## src/rtl/bit_framer.sv

```systemverilog
// rtl/bit_framer.sv - byte-to-serial framer: preamble, MSB-first data, even parity, fixed bit period
module bit_framer #(
    parameter int unsigned BIT_CLKS = 60,
    parameter int unsigned PRE_LEN  = 8,
    parameter logic [15:0] PREAMBLE = 16'hAAAA
) (
    input  logic       clk,
    input  logic       rst,
    input  logic [7:0] tx_data,
    input  logic       tx_valid,
    output logic       tx_ready,
    output logic       Data_out,
    output logic       bit_strobe,
    output logic       busy,
    output logic       frame_done
);

    // Preamble left-justified so the first bit to send always sits in bit 15.
    localparam logic [15:0] PRE_ALIGNED = PREAMBLE << (16 - PRE_LEN);
    localparam logic [15:0] TIMER_LAST  = 16'(BIT_CLKS - 1);
    localparam logic [3:0]  PRE_LAST    = 4'(PRE_LEN - 1);
    localparam logic [3:0]  DATA_LAST   = 4'd7;

    typedef enum logic [1:0] {
        IDLE,
        PRE,
        DATA,
        PAR
    } state_t;

    state_t      state;
    state_t      state_next;
    logic [15:0] timer;
    logic [3:0]  bit_idx;
    logic [7:0]  data_sr;
    logic [15:0] pre_sr;
    logic        parity;
    logic        bit_last;

    assign bit_last = (timer == TIMER_LAST);

    // State register.
    always_ff @(posedge clk) begin
        if (rst) begin
            state <= IDLE;
        end else begin
            state <= state_next;
        end
    end

    // Next-state decode and status outputs, all derived from the current state and bit timer.
    always_comb begin
        state_next = state;
        tx_ready   = 1'b0;
        busy       = 1'b1;
        bit_strobe = (timer == 16'd0);
        frame_done = 1'b0;
        case (state)
            IDLE: begin
                tx_ready   = 1'b1;
                busy       = 1'b0;
                bit_strobe = 1'b0;
                if (tx_valid) begin
                    state_next = PRE;
                end
            end
            PRE: begin
                if (bit_last && bit_idx == PRE_LAST) begin
                    state_next = DATA;
                end
            end
            DATA: begin
                if (bit_last && bit_idx == DATA_LAST) begin
                    state_next = PAR;
                end
            end
            PAR: begin
                frame_done = bit_last;
                if (bit_last) begin
                    state_next = IDLE;
                end
            end
            default: begin
                state_next = IDLE;
            end
        endcase
    end

    // Datapath: latch byte on handshake, then load the next serial bit at each bit-period wrap.
    always_ff @(posedge clk) begin
        if (rst) begin
            Data_out <= 1'b0;
            timer    <= 16'd0;
            bit_idx  <= 4'd0;
            data_sr  <= 8'd0;
            pre_sr   <= 16'd0;
            parity   <= 1'b0;
        end else if (state == IDLE) begin
            timer   <= 16'd0;
            bit_idx <= 4'd0;
            if (tx_valid) begin
                data_sr  <= tx_data;
                parity   <= ^tx_data;
                pre_sr   <= {PRE_ALIGNED[14:0], 1'b0};
                Data_out <= PRE_ALIGNED[15];
            end else begin
                Data_out <= 1'b0;
            end
        end else if (!bit_last) begin
            timer <= timer + 16'd1;
        end else begin
            timer <= 16'd0;
            case (state)
                PRE: begin
                    if (bit_idx == PRE_LAST) begin
                        bit_idx  <= 4'd0;
                        Data_out <= data_sr[7];
                        data_sr  <= {data_sr[6:0], 1'b0};
                    end else begin
                        bit_idx  <= bit_idx + 4'd1;
                        Data_out <= pre_sr[15];
                        pre_sr   <= {pre_sr[14:0], 1'b0};
                    end
                end
                DATA: begin
                    if (bit_idx == DATA_LAST) begin
                        bit_idx  <= 4'd0;
                        Data_out <= parity;
                    end else begin
                        bit_idx  <= bit_idx + 4'd1;
                        Data_out <= data_sr[7];
                        data_sr  <= {data_sr[6:0], 1'b0};
                    end
                end
                default: begin
                    bit_idx  <= 4'd0;
                    Data_out <= 1'b0;
                end
            endcase
        end
    end

endmodule
```

## config.mk

```make
export PLATFORM = sky130hd
export DESIGN_NAME = bit_framer
export DESIGN_NICKNAME = d
export VERILOG_FILES = /design/src/rtl/bit_framer.sv
export SDC_FILE = /design/constraint.sdc
export NUM_CORES = 1
export LEC_CHECK = 0
export BUFFER_PORTS_ARGS = -buffer_cell sky130_fd_sc_hd__buf_2
export CAP_MARGIN = 20
export CELL_PAD_IN_SITES_DETAIL_PLACEMENT = 0
export CELL_PAD_IN_SITES_GLOBAL_PLACEMENT = 1
export CORE_ASPECT_RATIO = 0.7
export CORE_MARGIN = 2
export CORE_UTILIZATION = 48
export DETAILED_ROUTE_END_ITERATION = 8
export GPL_ROUTABILITY_DRIVEN = 0
export PLACE_DENSITY_LB_ADDON = 0.1
export SYNTH_ARGS = -nofsm -noshare
export SYNTH_HDL_FRONTEND = slang
export SYNTH_SLANG_ARGS = --single-unit
```

## constraint.sdc

```tcl
create_clock -name clk -period 4.5 [get_ports clk]
set_input_delay 0 -clock clk [delete_from_list [all_inputs] [get_ports clk]]
set_output_delay 0 -clock clk [all_outputs]
set_load 0.01 [all_outputs]
```

# Word level (Yosys, flattened, before mapping)
# Cells that the tools add are included.
[classes]
addsub = 2
n_mul = 0
div = 0
n_lt_le_gt_ge = 0
n_eq_ne = 12
shifts = 0
n_mux = 28
bitwise_logic = 0
reduce_logical = 14
[op_table]
columns = ["cell", "count"]
rows = [
  ["2-to-1 mux 16 bit", 5],
  ["2-to-1 mux 8 bit", 5],
  ["adder 16 x 1 -> 16 bit, second input constant", 1],
  ["== test 16 x 6 -> 1 bit, second input constant", 1],
  ["zero test 16 bit", 1],
  ["one-hot mux 8 bit (2 select lines)", 1],
  ["!= test 2 bit, second input constant", 5],
  ["2-to-1 mux 1 bit", 9],
  ["2-to-1 mux 2 bit", 4],
  ["2-to-1 mux 4 bit", 2],
  ["one-hot mux 2 bit (4 select lines)", 1],
  ["AND reduction 4 bit", 2],
  ["XOR reduction 8 bit", 1],
  ["!= test 3 bit, second input constant", 2],
  ["AND reduction 5 bit", 1],
  ["adder 4 x 1 -> 4 bit, second input constant", 1],
  ["== test 2 bit, second input constant", 2],
  ["== test 4 x 3 -> 1 bit, second input constant", 1],
  ["nonzero test 2 bit", 2],
  ["OR reduction 2 bit", 2],
  ["nonzero test 3 bit", 1],
  ["OR reduction 3 bit", 1],
  ["== test 2 x 1 -> 1 bit, second input constant", 1],
  ["zero test 2 bit", 1],
  ["other kinds (3)", 3],
]
[totals]
ff_bits = 48
latch_bits = 0
ramBits = 0
rom_bits = 0
input_bits = 11
output_inout_bits = 5
wordCells = 63
n_memories = 0

# Longest topological paths before layout
# Gate-level depths: netlist (run 1).
[depth]
word_depth = 5
depth_mapped = 9
ltp_nobuf = 7

# Worst setup path after synthesis (run 1)
# OpenSTA, ideal clock, no wires.
[synth_path]
path_kind = "register -> register"
from = "register state[0]"
to = "register data_sr[2]"
setup_time_ns = 0.119
t_arrival_ns = 1.901
required_ns = 4.381
slack_ns = 2.481
path_stages_with_launch = 9
path_buffers = 1
period_less_slack_ns = 2.019
cell_sequence = "dfxtp_1 > inv_1 > ha_1 > buf_2 > clkinv_1 > nor2_1 > nor2_1 > o211a_1 > o221a_2"
[synth_via]
elab_chain_len = 4
elab_cells_between_ends = 12
cone_classes = "eq/ne (5); mux (3); reduce/logical (4)"
[synth_lines]
columns = ["item", "line", "text"]
rows = [
  ["from (decl)", "31", "state_t state;"],
  ["from (signal assigned)", "47", "state <= state_next;"],
  ["== test 2 bit / == test 2 x 1 -> 1 bit (equally long branches)", "113", "case (state)"],
  ["one-hot mux 8 bit (2 select lines)", "113", ""],
  ["2-to-1 mux 8 bit", "109", "end else if (!bit_last) begin"],
  ["2-to-1 mux 8 bit", "98", "end else if (state == IDLE) begin"],
  ["to (signal assigned)", "102", "data_sr <= tx_data;"],
  ["to (signal assigned)", "118", "data_sr <= {data_sr[6:0], 1'b0};"],
  ["to (signal assigned)", "132", "data_sr <= {data_sr[6:0], 1'b0};"],
  ["to (decl)", "35", "logic [7:0] data_sr;"],
]
# Parallel ways exist; a longest one is shown, timed or not. The select of a mux whose other input is x is not followed.
# A chain may end at the register's enable or synchronous reset.

# Final worst setup path (run 1)
[layout_path]
from = "register state[0]"
to = "register data_sr[4]"
# Same word-level chain as after synthesis.

==> results.sh, run 1 <==
export IMPL_status="completed"
export IMPL_grt_usage_pct=19.4
export IMPL_clockPowerShare_pct=22.1
export IMPL_avgSynthCellArea_um2=8.55
export IMPL_ys_ff_latch=38
export IMPL_cp_common_cell="nor2_1"
export IMPL_critical_path_cell_chain="inv_1, ha_1, clkinv_1, nor2_1, nor2_1, o211a_1, o221a_2"
export IMPL_rows=19
export IMPL_fin_util_pct=55.0
export IMPL_drcViolationCount=0
export IMPL_synthXorXnorAreaFrac_pct=8.72
export IMPL_worst_setup_path_type="reg2reg"
export IMPL_synth_top_family_by_area="simple AND/OR/NAND/NOR gates"
export IMPL_drt_antenna_violating_nets=0
export IMPL_powerDensity_mw_per_mm2=460
export IMPL_synthCells=235
export IMPL_routedWlPerCell_um=13.6
export IMPL_ctsHoldBuffers=0
export IMPL_grt_overflow=0
export IMPL_grt_antenna_before_repair=0
export IMPL_syn2layout_area_growth_pct=8.72
export IMPL_grt_pass1_vias=1389
export IMPL_fp_dieW_um=81.3
export IMPL_hold_ws_ns=0.0473
export IMPL_switchingPower_mw=0.368
export IMPL_place_ws_ns=2.29
export IMPL_worstPathArrival_ns=2.41
export IMPL_die_area_mm2=0.00473
export IMPL_nNetsFinal=265
export IMPL_drive_gt1_share_pct=15.4
export IMPL_synthMuxAreaShare_pct=1.99
export IMPL_yosys_top_cells_count="46 x nor2_1, 38 x dfxtp_1, 17 x nand3_1"
export IMPL_p_leak_nw=0.771
export IMPL_synth_top_flop_cell="dfxtp_1"
export IMPL_rsz0062_at_grt="no"
export IMPL_synthArstFlopShare_pct=0
export IMPL_critPathLaunchType="register"
export IMPL_via_per_inst=5.33
export IMPL_synthAdderAreaFrac_pct=4.36
export IMPL_slowest_delay_ns=0.36
export IMPL_finalSetupTns_ns=0
export IMPL_setup_viol=0
export IMPL_hp_class="in2reg"
export IMPL_portBuffers=15
export IMPL_wirelength_um=4060
export IMPL_slowest_stage="ha_1"
export IMPL_synth_area_leaders="dfxtp_1 38%, nor2_1 8.6%, xnor2_1 6.5%"
export IMPL_dp_hpwl_um=2940
export IMPL_path_clk_slew_ns=0.08
export IMPL_synth_top_area_share_pct=37.9
export IMPL_ir_drop_v=0.000243
export IMPL_critPathMaxFanout=10
export IMPL_seq_area_frac_synth_pct=37.9
export IMPL_num_vias=1594
export IMPL_synth_most_common_cell="nor2_1"
export IMPL_synth_top_area_cell="dfxtp_1"
export IMPL_synth_fp_nets=253
export IMPL_synth_area_mm2=0.00201
export IMPL_start_util_pct=50.6
export IMPL_hold_viol_final=0
export IMPL_p_seq_share_pct=42.8
export IMPL_cts_buffers=5
export IMPL_grt_pass1_wl_um=6970
export IMPL_ys_warn_count=0
export IMPL_fp_dieH_um=58.1
export IMPL_filler_cell_count=384
export IMPL_timing_max_cap_violations=0
export IMPL_post_cts_setup_buffers=0
export IMPL_timing_final_crit_share_pct=49.9
export IMPL_swShare_pct=36.6
export IMPL_maxSlewViolCount=0
export IMPL_slew_headroom_pct=61.7
export IMPL_drt_initial_drc_count=179
export IMPL_io_pins=16
export IMPL_tightest_slew_ns=0.575
export IMPL_synth_compound_area_share_pct=12.0
export IMPL_max_freq_mhz=445
export IMPL_endpoint_kind="register"
export IMPL_h_tree_depth=2
export IMPL_fp_coreArea_mm2=0.00397
export IMPL_period_minus_slack_ns=2.25
export IMPL_synth_edf_count=0
export IMPL_tritoncts="built"
export IMPL_cts_root_buf="clkbuf_8"
export IMPL_p_comb_share_pct=35.1
export IMPL_synthSimpleGateAreaFrac_pct=31.3
export IMPL_finalClockSkew_ns=0.0138
export IMPL_internal_power_mw=0.637
export IMPL_diodes=0
export IMPL_clockBufferDepth=2
export IMPL_post_cts_resized=0
export IMPL_clock_sinks=38
export IMPL_layout_setup_ws_ns=2.25
export IMPL_crit_required_ns=4.67
export IMPL_drtPass1Iterations=5
export IMPL_grt_max_degree=22
export IMPL_clock_latency_ns=0.29
export IMPL_synthDistinctLibCells=44
## power by group through the flow
| stage | Clock (mW) | Sequential (mW) | Combinational [mW] |
|---|---|---|---|
| floorplan | 0 | 0.429 | 0.275 |
| global placement | 0 | 0.439 | 0.351 |
| detailed placement | 0 | 0.437 | 0.353 |
| CTS | 0.226 | 0.430 | 0.355 |
| global route | 0.242 | 0.438 | 0.400 |
| finish | 0.222 | 0.430 | 0.353 |
## sequential cells by signal, summed over array words and instances, names as in the netlist
signal and flops:
state 2, parity 1, bit_idx 4, Data_out 1
timer 16, pre_sr 6, data_sr 8
## final timing paths
check / startpoint / end / slack, ns / cells after the start
min: tx_data[0] / data_sr[0]$_SDFFE_PP0P_ / 0.05 / 3
min reg2reg: timer[0]$_SDFF_PP0_ / timer[0]$_SDFF_PP0_ / 0.46 / 1
max reg2reg: state[0]$_SDFFE_PP0P_ / data_sr[4]$_SDFFE_PP0P_ / 2.25 / 7
max: state[0]$_SDFFE_PP0P_ / data_sr[4]$_SDFFE_PP0P_ / 2.25 / 7
## through the flow
stage	cell area (um^2)	instances	power [mW]
6_report	2180	299	1.00
5_1_grt	2180	299	1.08
4_1_cts	2180	299	1.01
3_5_place_dp	2100	292	0.789
3_3_place_gp	2100	292	0.790
2_1_floorplan	2010	235	0.704
## critical path: cells and delay by family (launching register included)
kind / cells / cell delay (ns)
AOI/OAI and AO/OA: 2 / 0.51
and+or+nand+nor: 2 / 0.47
buffers and inverters: 2 / 0.45
adders and majority gates: 1 / 0.36
DFF: 1 / 0.35
## logic make-up (layout without fill, tap and decap cells)
| kind of cell | after synthesis | in the layout |
|---|---|---|
| XOR/XNOR | 20 | 20 |
| AO/OA/AOI/OAI | 31 | 31 |
| flip-flops | 38 | 38 |
| AND/OR/NAND/NOR | 117 | 117 |
| buffers and inverters | 18 | 30 |
| multiplexers | 4 | 4 |
| adder cells (fa/ha/maj) | 7 | 7 |
## cells in the final DEF (no fill, tap or decap), drive strengths merged, types with 2 or more instances in the layout
cell type and n:
inv 7, a211oi 4, xnor2 15, nor3 7
clkbuf 6, nand3 17, a31oi 2, nor4 3
and4 2, o211ai 3, ha 7, o221a 7
nand2b 4, or2 2, nand3b 3, nor2 46
buf 15, xor2 5, o21ai 2, nand4 8
nand2 15, a21oi 10, or3 2, dfxtp 38
and2 2, mux2i 4
## layer usage
layer  routed length, um  global-route usage (%)  vias up
li1                    -                       -      845
met5                   0                       0        -
met1                2460                    32.8      718
met4                  31                    4.36        0
met3                 156                    5.30        5
met2                1420                    23.3       26
## layout make-up
type | count | area [um^2] | area share (%)
Clock inverter | 1 | 7.51 | 0.344
Sequential cell | 38 | 761 | 34.8
Timing Repair Buffer | 15 | 75.1 | 3.44
Multi-Input combinational cell | 179 | 1170 | 53.7
Tap cell | 52 | 65.1 | 2.98
Inverter | 8 | 30.0 | 1.38
Clock buffer | 6 | 72.6 | 3.32
Power figures use the tool's default switching activity.
==> run 2: changes to the inputs <==
Settings changed: CORE_UTILIZATION 48 to 45.
Clock period 4.5 ns to 2.4 ns, I/O delays scaled along.
==> run 2 against run 1 <==
Die area is 6.3% higher. Total power is 100% higher. Register-to-register slack lost 1.9 ns. Clock power up 130%. Via count is 3.8% higher. Non-clock buffer count up 3. Combinational power up 100%. Largest cell class unchanged.
==> results.sh, run 2 (synthesis results as in run 1) <==
export IMPL_fin_util_pct=52.0
export IMPL_ir_drop_v=0.000672
export IMPL_grt_overflow=0
export IMPL_grt_pass1_vias=1397
export IMPL_num_vias=1655
export IMPL_final_cell_mix="46 x nor2_1, 38 x dfxtp_1, 17 x nand3_1"
export IMPL_hold_viol_final=0
export IMPL_critPathLaunchType="register"
export IMPL_worst_setup_path_type="reg2reg"
export IMPL_cts_buffers=5
export IMPL_routedWlPerCell_um=13.5
export IMPL_wirelength_um=4150
export IMPL_period_minus_slack_ns=2.02
export IMPL_slowest_stage="dfxtp_1"
export IMPL_place_area_mm2=0.00213
export IMPL_grt_antenna_before_repair=0
export IMPL_register_area_um2=761
export IMPL_clockBufferDepth=2
export IMPL_drt_initial_drc_count=102
export IMPL_top_register="timer"
export IMPL_tritoncts="built"
export IMPL_reg_top3="timer x16, data_sr x8, pre_sr x6"
export IMPL_hp_class="in2reg"
export IMPL_met1_length_um=2460
export IMPL_path_clk_slew_ns=0.08
export IMPL_wl_met2_um=1460
export IMPL_max_freq_mhz=494
export IMPL_io_pins=16
export IMPL_route_met3_wl_um=168
export IMPL_post_cts_setup_buffers=0
export IMPL_critPathMaxFanout=8
export IMPL_multiInputGateArea_mm2=0.00117
export IMPL_h_tree_depth=2
export IMPL_ctsHoldBuffers=0
export IMPL_drtPass1Iterations=4
export IMPL_critical_path_cell_chain="ha_1, and4_1, nand4_2, a21oi_2, nand4_4, o221a_2"
export IMPL_via_per_inst=5.41
export IMPL_dp_hpwl_um=3020
export IMPL_fp_dieH_um=59.9
export IMPL_clock_sinks=38
export IMPL_rsz0062_at_grt="no"
export IMPL_slew_headroom_pct=74.9
export IMPL_syn2layout_area_growth_pct=11.5
export IMPL_drive_gt1_share_pct=17.1
export IMPL_filler_cell_count=410
export IMPL_design_area_mm2=0.00224
export IMPL_largest_register_ffs=16
export IMPL_rows=20
export IMPL_nNetsFinal=268
export IMPL_cts_root_buf="clkbuf_8"
export IMPL_endpoint_kind="register"
export IMPL_tightest_slew_ns=0.376
export IMPL_timing_final_crit_share_pct=84.4
export IMPL_timing_max_cap_violations=0
export IMPL_grt_max_degree=22
export IMPL_maxSlewViolCount=0
export IMPL_drt_antenna_violating_nets=0
export IMPL_slowest_delay_ns=0.37
export IMPL_die_area_mm2=0.00502
export IMPL_grt_pass1_wl_um=6800
export IMPL_top_layer="met4"
export IMPL_layout_commonest_cell="nor2_1"
export IMPL_status="completed"
export IMPL_setup_viol=0
export IMPL_finalSetupTns_ns=0
export IMPL_worstPathArrival_ns=2.21
export IMPL_start_util_pct=46.7
export IMPL_hold_ws_ns=0.0497
export IMPL_grt_usage_pct=17.4
export IMPL_crit_required_ns=2.58
export IMPL_powerDensity_mw_per_mm2=907
export IMPL_post_cts_resized=0
export IMPL_clock_latency_ns=0.29
export IMPL_portBuffers=15
export IMPL_p_leak_nw=0.805
export IMPL_diodes=0
export IMPL_drcViolationCount=0
export IMPL_finalClockSkew_ns=0.00733
export IMPL_fp_coreArea_mm2=0.00430
export IMPL_fp_dieW_um=83.8
[run 2: cell types whose count changed in the layout (fill, tap and decap cells not counted), sizes merged]
| cell | previous run | this run |
|---|---|---|
| clkbuf | 6 | 8 |
| clkinvlp | 1 | 0 |
| buf | 15 | 18 |
[run 2: cell type report]
cell class | count | share of cell area, %
repair buffers | 18 | 4.36
flip-flops and latches | 38 | 34.0
well taps | 55 | 3.07
multi-input cells | 179 | 52.3
clock buffers | 8 | 4.92
inverters | 8 | 1.34
[run 2: stage by stage]
stage / std cells / setup WS (ns) / power (mW)
3_3_place_gp: 298 / 0.429 / 1.53
3_5_place_dp: 298 / 0.390 / 1.52
4_1_cts: 306 / 0.375 / 2.04
6_report: 306 / 0.375 / 2.03
2_1_floorplan: 235 / 0.381 / 1.32
5_1_grt: 306 / 0.227 / 2.15
[run 2: critical path: cells and delay by family (launching register included)]
kind / cells / cell delay [ns]
and+or+nand+nor: 3 / 0.75
AOI/OAI and AO/OA: 2 / 0.56
DFF: 1 / 0.37
adders and majority gates: 1 / 0.23
[run 2: final timing paths]
path,startpoint,endpoint,slack (ns),depth (start not counted)
setup / recovery,timer[0]$_SDFF_PP0_,data_sr[4]$_SDFFE_PP0P_,0.38,6
hold / removal,tx_data[0],data_sr[0]$_SDFFE_PP0P_,0.05,3
setup reg to reg,timer[0]$_SDFF_PP0_,data_sr[4]$_SDFFE_PP0P_,0.38,6
hold reg to reg,timer[0]$_SDFF_PP0_,timer[0]$_SDFF_PP0_,0.48,1
[run 2: layer usage]
metal  global-route usage [%]  up-vias
met2                     21.3       29
li1                         -      855
met4                     6.45        0
met3                     4.83        8
met1                     27.7      763
met5                        0        -
[run 2: power breakdown]
group          internal (mW)  leakage [nW]  switching (mW)  total (mW)
clock                  0.290        0.0575           0.223       0.513
combinational          0.289         0.438           0.421       0.709
sequential             0.737         0.310          0.0706       0.808
total                   1.32         0.805           0.714        2.03
==> run 3: changes to the inputs <==
Clock period 2.4 ns to 1.9 ns, I/O delays scaled along.
==> run 3 against run 2 <==
Clock-buffer cell count shrank 1. Global-route usage grew 0.44 points. Sequential share of layout area shrank 1.4 points. Non-clock buffer count grew 12. Sequential power grew 26%. Critical endpoint unchanged. Routed wire length grew 0.46%. Clock power grew 10%. Total power grew 25%. Hold slack lost 0.010 ns. Final area grew 4.2%.
==> results.sh, run 3 (synthesis results as in run 1) <==
export IMPL_status="completed"
export IMPL_final_cell_mix="45 x nor2_1, 38 x dfxtp_1, 17 x nand3_1"
export IMPL_finalClockSkew_ns=0.00843
export IMPL_rr_startpoint="timer[0]$_SDFF_PP0_"
export IMPL_multiInputGateArea_mm2=0.00119
export IMPL_clock_sinks=38
export IMPL_tritoncts="built"
export IMPL_register_area_um2=761
export IMPL_fp_dieH_um=59.9
export IMPL_largest_register_ffs=16
export IMPL_slew_headroom_pct=75.9
export IMPL_path_clk_slew_ns=0.08
export IMPL_max_freq_mhz=555
export IMPL_r2r_worst_path_cells=6
export IMPL_die_area_mm2=0.00502
export IMPL_cts_buffers=5
export IMPL_grt_pass1_wl_um=6960
export IMPL_cts_root_buf="clkbuf_8"
export IMPL_whs_endpoint="state[1]$_SDFFE_PP0P_"
export IMPL_reg_top3="timer x16, data_sr x8, pre_sr x6"
export IMPL_io_pins=16
export IMPL_setup_viol=0
export IMPL_filler_cell_count=418
export IMPL_ctsHoldBuffers=0
export IMPL_hold_viol_final=0
export IMPL_nNetsFinal=280
export IMPL_p_leak_nw=0.854
export IMPL_dp_hpwl_um=3150
export IMPL_endpoint_kind="register"
export IMPL_tightest_slew_ns=0.358
export IMPL_powerDensity_mw_per_mm2=1090
export IMPL_portBuffers=15
export IMPL_h_tree_depth=2
export IMPL_period_minus_slack_ns=1.80
export IMPL_hp_class="in2reg"
export IMPL_drtPass1Iterations=4
export IMPL_syn2layout_area_growth_pct=16.2
export IMPL_worstPathArrival_ns=1.98
export IMPL_r2r_end="data_sr[4]$_SDFFE_PP0P_"
export IMPL_regToRegSetupSlack_ns=0.1
export IMPL_fp_coreArea_mm2=0.00430
export IMPL_fp_dieW_um=83.8
export IMPL_routedWlPerCell_um=13.1
export IMPL_dp_cells=309
export IMPL_rows=20
export IMPL_start_util_pct=46.7
export IMPL_via_per_inst=5.23
export IMPL_grt_antenna_before_repair=0
export IMPL_crit_required_ns=2.08
export IMPL_grt_overflow=0
export IMPL_critPathLaunchType="register"
export IMPL_whs_path_depth=3
export IMPL_wirelength_um=4170
export IMPL_drive_gt1_share_pct=22.4
export IMPL_top_register="timer"
export IMPL_rsz0062_at_grt="no"
export IMPL_timing_max_cap_violations=0
export IMPL_hp_start="rst"
export IMPL_drt_initial_drc_count=88
export IMPL_layout_commonest_cell="nor2_1"
export IMPL_finalSetupTns_ns=0
export IMPL_maxSlewViolCount=0
export IMPL_grt_usage_pct=17.8
export IMPL_final_cells=318
export IMPL_num_vias=1664
export IMPL_ir_drop_v=0.000598
export IMPL_clock_latency_ns=0.29
export IMPL_timing_final_crit_share_pct=94.9
export IMPL_diodes=0
export IMPL_critPathMaxFanout=7
export IMPL_cp_startpoint="timer[0]$_SDFF_PP0_"
export IMPL_drcViolationCount=0
export IMPL_grt_pass1_vias=1457
export IMPL_drt_antenna_violating_nets=0
export IMPL_clockBufferDepth=2
export IMPL_grt_max_degree=19
export IMPL_worst_setup_path_type="reg2reg"
[run 3: cell count changes in the layout (fill, tap and decap cells not counted), sizes merged]
cell,delta
clkbuf,-1
clkinv,+1
buf,+12
[run 3: layout make-up]
cell class                 instances  share of cell area [%]
inverter                           8                    1.34
multi-input combinational        179                    51.2
clock inverter                     1                   0.214
timing repair buffer              30                    8.04
clock buffer                       7                    3.70
tap                               55                    2.95
sequential                        38                    32.6
[run 3: stage by stage]
stage                     hold slack [ns]  area (um^2)  total power, mW  util (%)  setup slack (ns)
after floorplan                     0.188         2010             1.68         -            0.0798
after global placement              0.335         2220             1.96      51.5             0.120
after detailed placement            0.341         2220             1.96      51.5            0.0611
after CTS                          0.0313         2310             2.53      53.6            0.0395
after global routing               0.0494         2330             2.70      54.2            0.0111
final                              0.0396         2330             2.53      54.2            0.0974
[run 3: worst max-delay path: stages, from the launching register on]
cell and delay (ns):
dfxtp_1 0.38, ha_1 0.18, and4_2 0.28, nand4_2 0.18, a21oi_4 0.22, nand4_4 0.17
o221a_2 0.30
[run 3: how the worst max path moves through the flow]
| stage | to | slack, ns | depth (start not counted) |
|---|---|---|---|
| 5_1_grt | data_sr[4]$_SDFFE_PP0P_ | 0.01 | 5 |
| 2_1_floorplan | timer[10]$_SDFF_PP0_ | 0.08 | 8 |
| 6_report | data_sr[4]$_SDFFE_PP0P_ | 0.1 | 6 |
| 4_1_cts | frame_done | 0.04 | 6 |
| 3_3_place_gp | timer[13]$_SDFF_PP0_ | 0.12 | 5 |
| 3_5_place_dp | timer[8]$_SDFF_PP0_ | 0.06 | 5 |
[run 3: power breakdown]
group / internal (mW) / switching (mW) / leakage [nW]
logic: 0.410 / 0.542 / 0.496
registers: 0.931 / 0.0854 / 0.310
clock network: 0.293 / 0.273 / 0.0482
[run 3: routing by layer]
| layer | share of wire, % | global-route usage, % | vias to the layer above |
|---|---|---|---|
| li1 | - | - | 873 |
| met1 | 57 | 27.2 | 768 |
| met2 | 38 | 23.8 | 19 |
| met3 | 3.2 | 4.70 | 4 |
| met4 | 1.1 | 6.22 | 0 |
| met5 | 0 | 0 | - |
[run 3: repair_timing]
item,CTS,global route
endpoints found under the setup margin,0,12
buffers inserted,0,1
gates resized for setup,0,6
